### config.mk
export PLATFORM = sky130hd
export DESIGN_NAME = bcd_to_bin
export DESIGN_NICKNAME = d
export VERILOG_FILES = /design/src/rtl/bcd_to_bin.sv
export SDC_FILE = /design/constraint.sdc
export NUM_CORES = 1
export LEC_CHECK = 0
export BUFFER_PORTS_ARGS = -buffer_cell sky130_fd_sc_hd__buf_2
export CAP_MARGIN = 0
export CORE_MARGIN = 8
export CORE_UTILIZATION = 25
export DETAILED_ROUTE_END_ITERATION = 8
export REMOVE_ABC_BUFFERS = 1
export SYNTH_ARGS = -nofsm -noshare
export SYNTH_HDL_FRONTEND = slang
export SYNTH_SLANG_ARGS = --single-unit
### constraint.sdc
create_clock -name clk -period 3.6 [get_ports clk]
set_input_delay 0.72 -clock clk [delete_from_list [all_inputs] [get_ports clk]]
set_output_delay 0.72 -clock clk [all_outputs]
set_load 0.02 [all_outputs]
### src/rtl/bcd_to_bin.sv
// Sequential 3-digit BCD to 8-bit binary converter (reverse double-dabble).
// One range check cycle, then 8 shift/correct cycles; out-of-range input is reported via err.
module bcd_to_bin (
    input  logic        clk,
    input  logic        rst_n,
    input  logic        start,
    input  logic [11:0] bcd_in,
    output logic        busy,
    output logic        done,
    output logic [7:0]  bin_out,
    output logic        err
);

    typedef enum logic [1:0] {
        IDLE  = 2'd0,
        CHECK = 2'd1,
        SHIFT = 2'd2,
        DONE  = 2'd3
    } state_t;

    state_t      state;
    logic [11:0] bcd_reg;
    logic [7:0]  bin_reg;
    logic [2:0]  cnt;

    logic [19:0] shifted;
    logic [11:0] bcd_sh;
    logic [11:0] bcd_fix;
    logic [7:0]  bin_sh;
    logic [3:0]  dig_h;
    logic [3:0]  dig_t;
    logic [3:0]  dig_o;
    logic        invalid;

    // After a right shift a nibble holding 8+ received a carried-in 10/2 = 5 worth 8; -3 fixes it.
    always_comb begin
        shifted = {bcd_reg, bin_reg} >> 1;
        bcd_sh  = shifted[19:8];
        bin_sh  = shifted[7:0];
        bcd_fix = bcd_sh;
        for (int unsigned i = 0; i < 3; i++) begin
            if (bcd_sh[4*i +: 4] >= 4'd8) begin
                bcd_fix[4*i +: 4] = bcd_sh[4*i +: 4] - 4'd3;
            end
        end
    end

    always_comb begin
        dig_h   = bcd_reg[11:8];
        dig_t   = bcd_reg[7:4];
        dig_o   = bcd_reg[3:0];
        invalid = 1'b0;
        if (dig_h > 4'd9 || dig_t > 4'd9 || dig_o > 4'd9) begin
            invalid = 1'b1;
        end else if (dig_h > 4'd2) begin
            invalid = 1'b1;
        end else if (dig_h == 4'd2 && dig_t > 4'd5) begin
            invalid = 1'b1;
        end else if (dig_h == 4'd2 && dig_t == 4'd5 && dig_o > 4'd5) begin
            invalid = 1'b1;
        end
    end

    always_ff @(posedge clk or negedge rst_n) begin
        if (!rst_n) begin
            state   <= IDLE;
            bcd_reg <= '0;
            bin_reg <= '0;
            cnt     <= '0;
            busy    <= 1'b0;
            done    <= 1'b0;
            bin_out <= '0;
            err     <= 1'b0;
        end else begin
            done <= 1'b0;
            case (state)
                IDLE, DONE: begin
                    if (start) begin
                        bcd_reg <= bcd_in;
                        bin_reg <= '0;
                        cnt     <= '0;
                        busy    <= 1'b1;
                        state   <= CHECK;
                    end else begin
                        state <= IDLE;
                    end
                end
                CHECK: begin
                    if (invalid) begin
                        bin_out <= '0;
                        err     <= 1'b1;
                        done    <= 1'b1;
                        busy    <= 1'b0;
                        state   <= DONE;
                    end else begin
                        state <= SHIFT;
                    end
                end
                SHIFT: begin
                    bcd_reg <= bcd_fix;
                    bin_reg <= bin_sh;
                    cnt     <= cnt + 3'd1;
                    if (cnt == 3'd7) begin
                        bin_out <= bin_sh;
                        err     <= 1'b0;
                        done    <= 1'b1;
                        busy    <= 1'b0;
                        state   <= DONE;
                    end
                end
                default: begin
                    busy  <= 1'b0;
                    state <= IDLE;
                end
            endcase
        end
    end

    // Every in-range value is below 256, so eight halvings must drain the BCD register.
    residual_zero: assert property (@(posedge clk) disable iff (!rst_n)
        (state == SHIFT && cnt == 3'd7) |-> (bcd_fix == 12'h000));

endmodule

After elaboration in Yosys (flattened, before gate mapping)
Index checks and enable logic that the tools add are counted.
{ "totals": {"reg_bits": 36, "inputBits": 15, "output_inout_bits": 11} }
{ "classes": {"n_addsub": 4, "order_cmp": 9, "n_eq_ne": 9, "mux": 29, "n_reduce_logical": 12} }
{ "ops": {"columns": ["operator", "n"], "rows": [
  ["8-bit case mux with 2 select lines", 2],
  ["8-bit two-way mux", 3],
  ["12-bit case mux with 2 select lines", 1],
  ["4-bit greater-than comparator (second input constant)", 3],
  ["1-bit two-way mux", 12],
  ["12-bit two-way mux", 1],
  ["4-bit two-way mux", 3],
  ["4-bit greater-or-equal comparator (second input constant)", 2],
  ["4-bit by 3-bit greater-than comparator with 1-bit output (second input constant)", 2],
  ["4-bit by 2-bit subtractor with 4-bit output (second input constant)", 2],
  ["2-bit != test (second input constant)", 3],
  ["2-bit case mux with 3 select lines", 1],
  ["3-bit case mux with 2 select lines", 1],
  ["3-bit AND reduction", 2],
  ["2-bit equality test (second input constant)", 2],
  ["4-bit by 2-bit equality test with 1-bit output (second input constant)", 1],
  ["4-bit by 3-bit equality test with 1-bit output (second input constant)", 1],
  ["3-bit by 4-bit greater-or-equal comparator with 1-bit output (second input constant)", 1],
  ["4-bit by 2-bit greater-than comparator with 1-bit output (second input constant)", 1],
  ["1-bit case mux with 2 select lines", 2],
  ["2-bit nonzero test", 2],
  ["3-bit by 2-bit subtractor with 4-bit output (second input constant)", 1],
  ["3-bit by 1-bit adder with 3-bit output (second input constant)", 1],
  ["3-bit equality test (second input constant)", 1],
  ["other kinds (9)", 12]
]} }

Longest topological paths before layout
Gate-level depths: netlist (run 1).
{ "depth": {"ltp_word": 9, "ltp_mapped": 7, "ltp_nobuf": 6} }

Worst setup path after synthesis (run 1)
Ideal clock, no wire load.
{ "synth_path": {"path_kind": "register to register", "startpoint": "register state[0]", "endpoint": "register state[0]", "setup_ns": 0.141, "arrival_ns": 1.742, "t_required_ns": 3.459, "path_slack_ns": 1.717, "path_stages_with_launch": 7, "synth_period_minus_slack_ns": 1.883, "cell_sequence": "dfrtp_1 -> inv_1 -> ha_1 -> clkbuf_1 -> mux2i_1 -> clkbuf_1 -> a31oi_1"} }
{ "synth_between": {"elab_chain_len": 3, "elab_cells_between_ends": 7, "classes_between": "eq/ne: 4; mux: 1; reduce/logical: 2"} }
{ "synth_lines": {"columns": ["element", "line_no", "rtl"], "rows": [
  ["start: declaration", "21", "state_t state;"],
  ["start signal: assignment", "66", "state <= IDLE;"],
  ["start signal: assignment", "83", "state <= CHECK;"],
  ["start signal: assignment", "85", "state <= IDLE;"],
  ["2-bit equality test or 2-bit logical NOT (tied branches)", "76", "case (state)"],
  ["2-bit OR reduction", "76", null],
  ["2-bit case mux with 3 select lines", "76", null]
]} }
Parallel ways exist; a longest one is shown, timed or not.
A chain may end at the register's enable or synchronous reset.

Final worst setup path (run 1)
{ "layout_path": {"startpoint": "register state[0]", "endpoint": "register bcd_reg[3]"} }
{ "layout_between": {"elab_chain_len": 4, "elab_cells_between_ends": 8, "classes_between": "eq/ne: 3; mux: 1; reduce/logical: 4"} }
{ "layout_lines": {"columns": ["element", "line_no", "rtl"], "rows": [
  ["2-bit equality test or 2-bit logical NOT (tied branches)", "76", null],
  ["2-bit OR reduction", "76", null],
  ["2-bit != test (no line) or 2-bit nonzero test (tied branches)", null, null],
  ["2-bit AND reduction (no line)", null, null],
  ["end signal: assignment", "79", "bcd_reg <= bcd_in;"],
  ["end signal: assignment", "100", "bcd_reg <= bcd_fix;"],
  ["end: declaration", "22", "logic [11:0] bcd_reg;"]
]} }
Parallel ways exist; a longest one is shown, timed or not.

==> flow_metrics.py, run 1 <==
metrics = {
    "global_routing": {
        "busiest_layer": "met2",
        "grt_pass1_vias": 1464,
        "antenna_found_initial": 0,
        "use_met2_pct": 12.6,
        "grt_pass1_wl_um": 6840,
        "overflow": 0,
        "grt_max_degree": 46,
        "grtUsageMet3_pct": 2.50,
        "grt_use_met1_pct": 10.2,
        "grt_use_total_pct": 8.24,
    },
    "die": {
        "die_height_um": 103,
        "io_pins": 26,
        "row_count": 31,
        "initial_core_util_pct": 26.0,
        "die-width_um": 103,
        "dieArea_mm2": 0.0106,
        "core_mm2": 0.00729,
    },
    "timing": {
        "finalWorstSetupSlack_ps": 1370,
        "finalHoldViolCount": 0,
        "max_clock_freq_mhz": 448,
        "period_minus_slack_ps": 2230,
        "fin_skew_ps": 6.23,
        "setup_viol": 0,
        "drv_slew": 0,
        "slew_headroom_pct": 47.9,
        "setup-tns-final_ps": 0,
        "rsz0062_at_grt": "false",
        "worstMarginPinSlew_ps": 782,
        "min_period_over_period_pct": 62.1,
    },
    "final_layout": {
        "largest_reg_flops": 12,
        "drive_above_1_share_pct": 18.9,
        "diodes": 0,
        "stdcell_count": 326,
        "nets": 249,
        "syn2layout_area_growth_pct": 15.3,
        "final_util_pct": 29.9,
        "n_fill_cell": 805,
    },
    "clock_network": {
        "clkSinkCount": 35,
        "tritoncts": "yes",
        "cts_resized": 0,
        "cts_setup_buffers": 0,
        "clk_latency_ps": 280,
        "clk_path_buf_depth": 2,
        "cts_buffers": 5,
        "cts-root-buf": "clkbuf_8",
        "clk_pin_slew_ps": 70,
        "htreeDepth": 2,
        "hold_buffers": 0,
    },
    "power_and_ir_drop": {
        "swShare_pct": 45.0,
        "cellLeakagePower_nw": 0.989,
        "power.switching_mw": 0.800,
        "power_density_mw_per_mm2": 814,
        "intPower_mw": 0.976,
        "peakVddDrop_mv": 0.237,
        "clkPwrFrac_pct": 15.4,
        "power_mw": 1.78,
        "pwr-share-seq_pct": 36.2,
        "combPwrFrac_pct": 48.4,
    },
    "synthesis": {
        "synthDistinctLibCells": 33,
        "ys_seq_area_share_pct": 46.3,
        "postSynth.asyncResetShare_pct": 100,
        "avgSynthCellArea_um2": 9.15,
        "synthFlopType": "dfrtp_1",
        "yosysWarningCount": 0,
        "yosysTopAreaCellShare_pct": 46.3,
        "syn-cell-area_mm2": 0.00189,
        "synthAdderAreaFrac_pct": 5.29,
        "yosys.area_share.simple_pct": 16.7,
        "synth_edf_count": 0,
        "synth_area_leaders": "dfrtp_1 46%, o21ai_0 10%, nand2_1 8.5%",
        "synth_top_family_by_area": "compound AO/OA/AOI/OAI gates",
        "synth_xor_area_share_pct": 1.85,
        "synth_compound_area_share_pct": 22.0,
        "synth_cells": 207,
        "synth_top_area_cell": "dfrtp_1",
        "yosys_register_bits": 35,
        "synthMuxAreaShare_pct": 2.12,
    },
    "hold_path": {
        "min_from": "bcd_reg[0]",
        "min_path_cells": 2,
        "hp-class": "reg2reg",
        "min_to": "bcd_reg[0]",
    },
    "setup_path": {
        "cp_cell_sequence": "inv_1 -> ha_1 -> mux2i_4 -> buf_4 -> o21ai_0 -> a221oi_1",
        "ff2ff_path_depth": 6,
        "cpLargestDelayFamily": "adder cells",
        "start_kind": "flop",
        "cp_slowest_stage_delay_ps": 620,
        "ff2ff_setup_slack_ps": 1370,
        "crit_path_end_kind": "flop",
        "required_ps": 3780,
        "path_max_fanout": 45,
        "r2r_start": "state[0]",
        "crit_buf_inv": 2,
        "crit_type": "reg2reg",
        "critPathArrivalTime_ps": 2420,
        "cpMaxStageDelayCell": "ha_1",
        "timing.rr.end": "bcd_reg[3]",
    },
    "placed_design": {
        "dp.cells": 318,
        "gp_congestion": 0.672,
        "io_buffers": 25,
        "hpwlAfterDp_um": 2840,
        "dp_slack_ps": 1360,
    },
    "route": {
        "first_iter_violations": 61,
        "drc": 0,
        "wirelength_um": 3950,
        "vias": 1483,
        "wl_per_cell_um": 12.1,
        "routed_via_density": 4.55,
        "first_pass_iters": 4,
        "postRouteAntennaNets": 0,
    },
    "status": {
        "run_status": "finished clean",
    },
    "flow_run": {
        "max_cap_violations": 0,
    },
}
[Yosys cell counts, types with 2 or more instances]
| master | instances |
|---|---|
| a21oi_1 | 2 |
| a221oi_1 | 2 |
| a31oi_1 | 2 |
| buf_1 | 2 |
| buf_6 | 2 |
| clkbuf_1 | 11 |
| dfrtp_1 | 35 |
| ha_1 | 8 |
| inv_1 | 9 |
| mux2i_1 | 4 |
| nand2_1 | 43 |
| nand2b_1 | 3 |
| nand3_1 | 6 |
| nand3b_1 | 2 |
| nor2_1 | 5 |
| nor2b_1 | 4 |
| nor3_1 | 2 |
| o211ai_1 | 3 |
| o211ai_2 | 6 |
| o21ai_0 | 39 |
| o311ai_0 | 2 |
| xnor2_1 | 4 |
[layer usage]
layer  vias to the layer above  wire length, µm
li1                        754                -
met1                       692             1960
met2                        31             1680
met3                         6              219
met4                         0               87
met5                         -                0
[worst reg2reg max path, stage by stage, from the launching register on]
cell	delay (ps)
dfrtp_1	370
inv_1	50
ha_1	620
mux2i_4	310
buf_4	370
o21ai_0	150
a221oi_1	260
[cells in the final DEF (no fill, tap or decap), drive strengths merged, types with 3 or more instances in the layout]
cell type,netlist,routed
clkbuf,11,7
nand3,6,6
o211ai,9,9
nand2,43,43
ha,8,8
xnor2,4,4
mux2i,4,4
inv,9,9
dfrtp,35,35
buf,5,28
nor2,5,5
nand2b,3,3
nor2b,4,4
o21ai,39,39
[kinds of logic (layout without fill, tap and decap cells)]
group	Yosys count	after routing
and+or+nand+nor	68	68
AOI/OAI and AO/OA	63	63
DFF	35	35
buffers and inverters	25	45
adders and majority gates	8	8
xor gates and xnor gates	4	4
muxes	4	4
[power by group through the flow]
stage	sequential [mW]	clock, mW	combinational (mW)
2_1_floorplan	0.646	0	0.611
3_3_place_gp	0.649	0	0.845
3_5_place_dp	0.651	0	0.871
4_1_cts	0.644	0.284	0.872
5_1_grt	0.663	0.302	0.979
6_report	0.643	0.273	0.860
[through the flow]
stage | cell area (µm²) | hold WS, ps
3_5_place_dp | 2100 | 473
2_1_floorplan | 1820 | 424
3_3_place_gp | 2100 | 463
4_1_cts | 2180 | 489
5_1_grt | 2180 | 522
6_report | 2180 | 483
[cell type report]
class | count | area (µm²) | area share [%]
clock inverter | 1 | 5.00 | 0.229
clock buffer | 7 | 76.3 | 3.50
inverter | 9 | 33.8 | 1.55
multi-input combinational | 147 | 920 | 42.1
sequential | 35 | 876 | 40.1
tap | 99 | 124 | 5.68
timing repair buffer | 28 | 148 | 6.77
[worst max path at each step]
stage	from	to	slack (ps)	cells past startpoint
after floorplan	state[0]	bcd_reg[3]	530	5
after global placement	state[0]	bcd_reg[7]	1480	6
after detailed placement	state[0]	bcd_reg[7]	1360	6
after CTS	state[0]	bcd_reg[7]	1350	6
after global routing	state[0]	bcd_reg[3]	1140	6
final	state[0]	bcd_reg[3]	1370	6
Power figures use the tool's default switching activity.
==> run 2: changes to the inputs <==
- clock period: 3.6 -> 2.05 ns (I/O delays scaled with it)
==> run 2 against run 1 <==
Flip-flop and latch count did not move. Combinational power up 90%. Highest routed layer unchanged. Wire length is 6.1% higher. Non-clock buffer count grew 6. Sequential power rose by 77%. Register-to-register slack worse by 1200 ps. Design area increased by 4.4%. Fmax is 18% higher.
==> flow_metrics.py, run 2 (synthesis gave the netlist of run 1 again) <==
metrics = {
    "timing": {
        "fin_skew_ps": 7.90,
        "finalWorstSetupSlack_ps": 160,
        "setup-tns-final_ps": 0,
        "setup_viol": 0,
        "min_period_over_period_pct": 92.2,
        "rsz0062_at_grt": "false",
        "drv_slew": 0,
        "slew_headroom_pct": 47.2,
        "max_clock_freq_mhz": 529,
        "finalHoldViolCount": 0,
        "worstMarginPinSlew_ps": 792,
        "period_minus_slack_ps": 1890,
    },
    "route": {
        "wl_per_cell_um": 12.6,
        "first_pass_iters": 4,
        "wirelength_um": 4190,
        "postRouteAntennaNets": 0,
        "vias": 1501,
        "drc": 0,
        "routed_via_density": 4.52,
        "first_iter_violations": 62,
    },
    "power_and_ir_drop": {
        "power_mw": 3.50,
        "power_density_mw_per_mm2": 1540,
        "cellLeakagePower_nw": 1.04,
        "peakVddDrop_mv": 0.398,
    },
    "die": {
        "initial_core_util_pct": 26.0,
        "core_mm2": 0.00729,
        "die-width_um": 103,
        "io_pins": 26,
        "dieArea_mm2": 0.0106,
        "die_height_um": 103,
        "row_count": 31,
    },
    "clock_network": {
        "cts_buffers": 5,
        "clkSinkCount": 35,
        "htreeDepth": 2,
        "cts_setup_buffers": 0,
        "clk_latency_ps": 290,
        "tritoncts": "yes",
        "clk_path_buf_depth": 2,
        "hold_buffers": 0,
        "cts_resized": 0,
        "clk_pin_slew_ps": 70,
        "cts-root-buf": "clkbuf_8",
    },
    "global_routing": {
        "overflow": 0,
        "grt_pass1_wl_um": 7120,
        "grt_pass1_vias": 1509,
        "grt_use_total_pct": 8.61,
        "grt_max_degree": 36,
        "antenna_found_initial": 0,
    },
    "flow_run": {
        "max_cap_violations": 0,
    },
    "final_layout": {
        "drive_above_1_share_pct": 21.5,
        "nets": 255,
        "largest_reg_flops": 12,
        "final_area_mm2": 0.00228,
        "stdcell_count": 332,
        "register_area_um2": 876,
        "n_fill_cell": 784,
        "diodes": 0,
        "layout_common_cells": "43 x nand2_1, 39 x o21ai_0, 35 x dfrtp_1",
        "multi_input_area_um2": 920,
        "mostFrequentLayoutCell": "nand2_1",
        "syn2layout_area_growth_pct": 20.4,
    },
    "setup_path": {
        "required_ps": 2210,
        "cpMaxStageDelayCell": "dfrtp_1",
        "start_kind": "flop",
        "cp_cell_sequence": "nor4b_4 -> a21oi_1 -> o2111a_1 -> buf_4 -> o311ai_0",
        "crit_path_end_kind": "flop",
        "crit_type": "reg2reg",
        "ff2ff_setup_slack_ps": 160,
        "ff2ff_path_depth": 5,
        "r2r_start": "bcd_reg[8]",
        "cp_slowest_stage_delay_ps": 480,
        "timing.rr.end": "bin_out[1]",
        "critPathArrivalTime_ps": 2050,
        "path_max_fanout": 10,
    },
    "placed_design": {
        "placed_cell_area_mm2": 0.00215,
        "io_buffers": 25,
        "dp_slack_ps": 154,
        "dp.cells": 324,
        "hpwlAfterDp_um": 3090,
        "gp_congestion": 0.781,
    },
    "hold_path": {
        "hp-class": "in2async",
    },
    "status": {
        "run_status": "finished clean",
    },
}
-- run 2: worst max-delay path by stage --
| stage | from | end | slack [ps] | cells past startpoint |
|---|---|---|---|---|
| after global placement | bcd_reg[8] | bin_out[6] | 220 | 5 |
| after floorplan | state[0] | bcd_reg[3] | -1020 | 5 |
| after global routing | bcd_reg[8] | bin_out[6] | 30 | 5 |
| after detailed placement | bcd_reg[8] | bin_out[3] | 150 | 5 |
| final | bcd_reg[8] | bin_out[1] | 160 | 5 |
| after CTS | bcd_reg[8] | bin_out[6] | 150 | 5 |
-- run 2: per-layer routing --
layer / track usage [%] / wire length (µm) / vias to the layer above
met5: 0 / 0 / -
li1: - / - / 761
met4: 3.45 / 73 / 0
met3: 3.44 / 269 / 6
met2: 13.4 / 1830 / 25
met1: 10.4 / 2020 / 709
-- run 2: worst max-delay path: cells and delay by family, from the launching register on --
kind                   cells  cell delay [ps]
DFF                        1              480
AOI/OAI and AO/OA          3              780
buffers and inverters      1              180
and+or+nand+nor            1              330
-- run 2: layout make-up --
type	count	share of cell area [%]
Tap cell	99	5.44
Clock inverter	2	2.64
Inverter	9	1.48
Sequential cell	35	38.4
Multi-Input combinational cell	147	40.4
Timing Repair Buffer	34	8.46
Clock buffer	6	3.19
-- run 2: report_power, final --
part | internal [mW] | switching (mW)
Clock | 0.486 | 0.252
Sequential | 0.904 | 0.233
Combinational | 0.662 | 0.966
Total | 2.05 | 1.45
-- run 2: metrics by stage --
step                util, %  hold slack (ps)
detailed placement     29.4              477
global placement       29.4              464
CTS                    31.2              235
floorplan                 -              114
finish                 31.2              200
global route           31.2              258
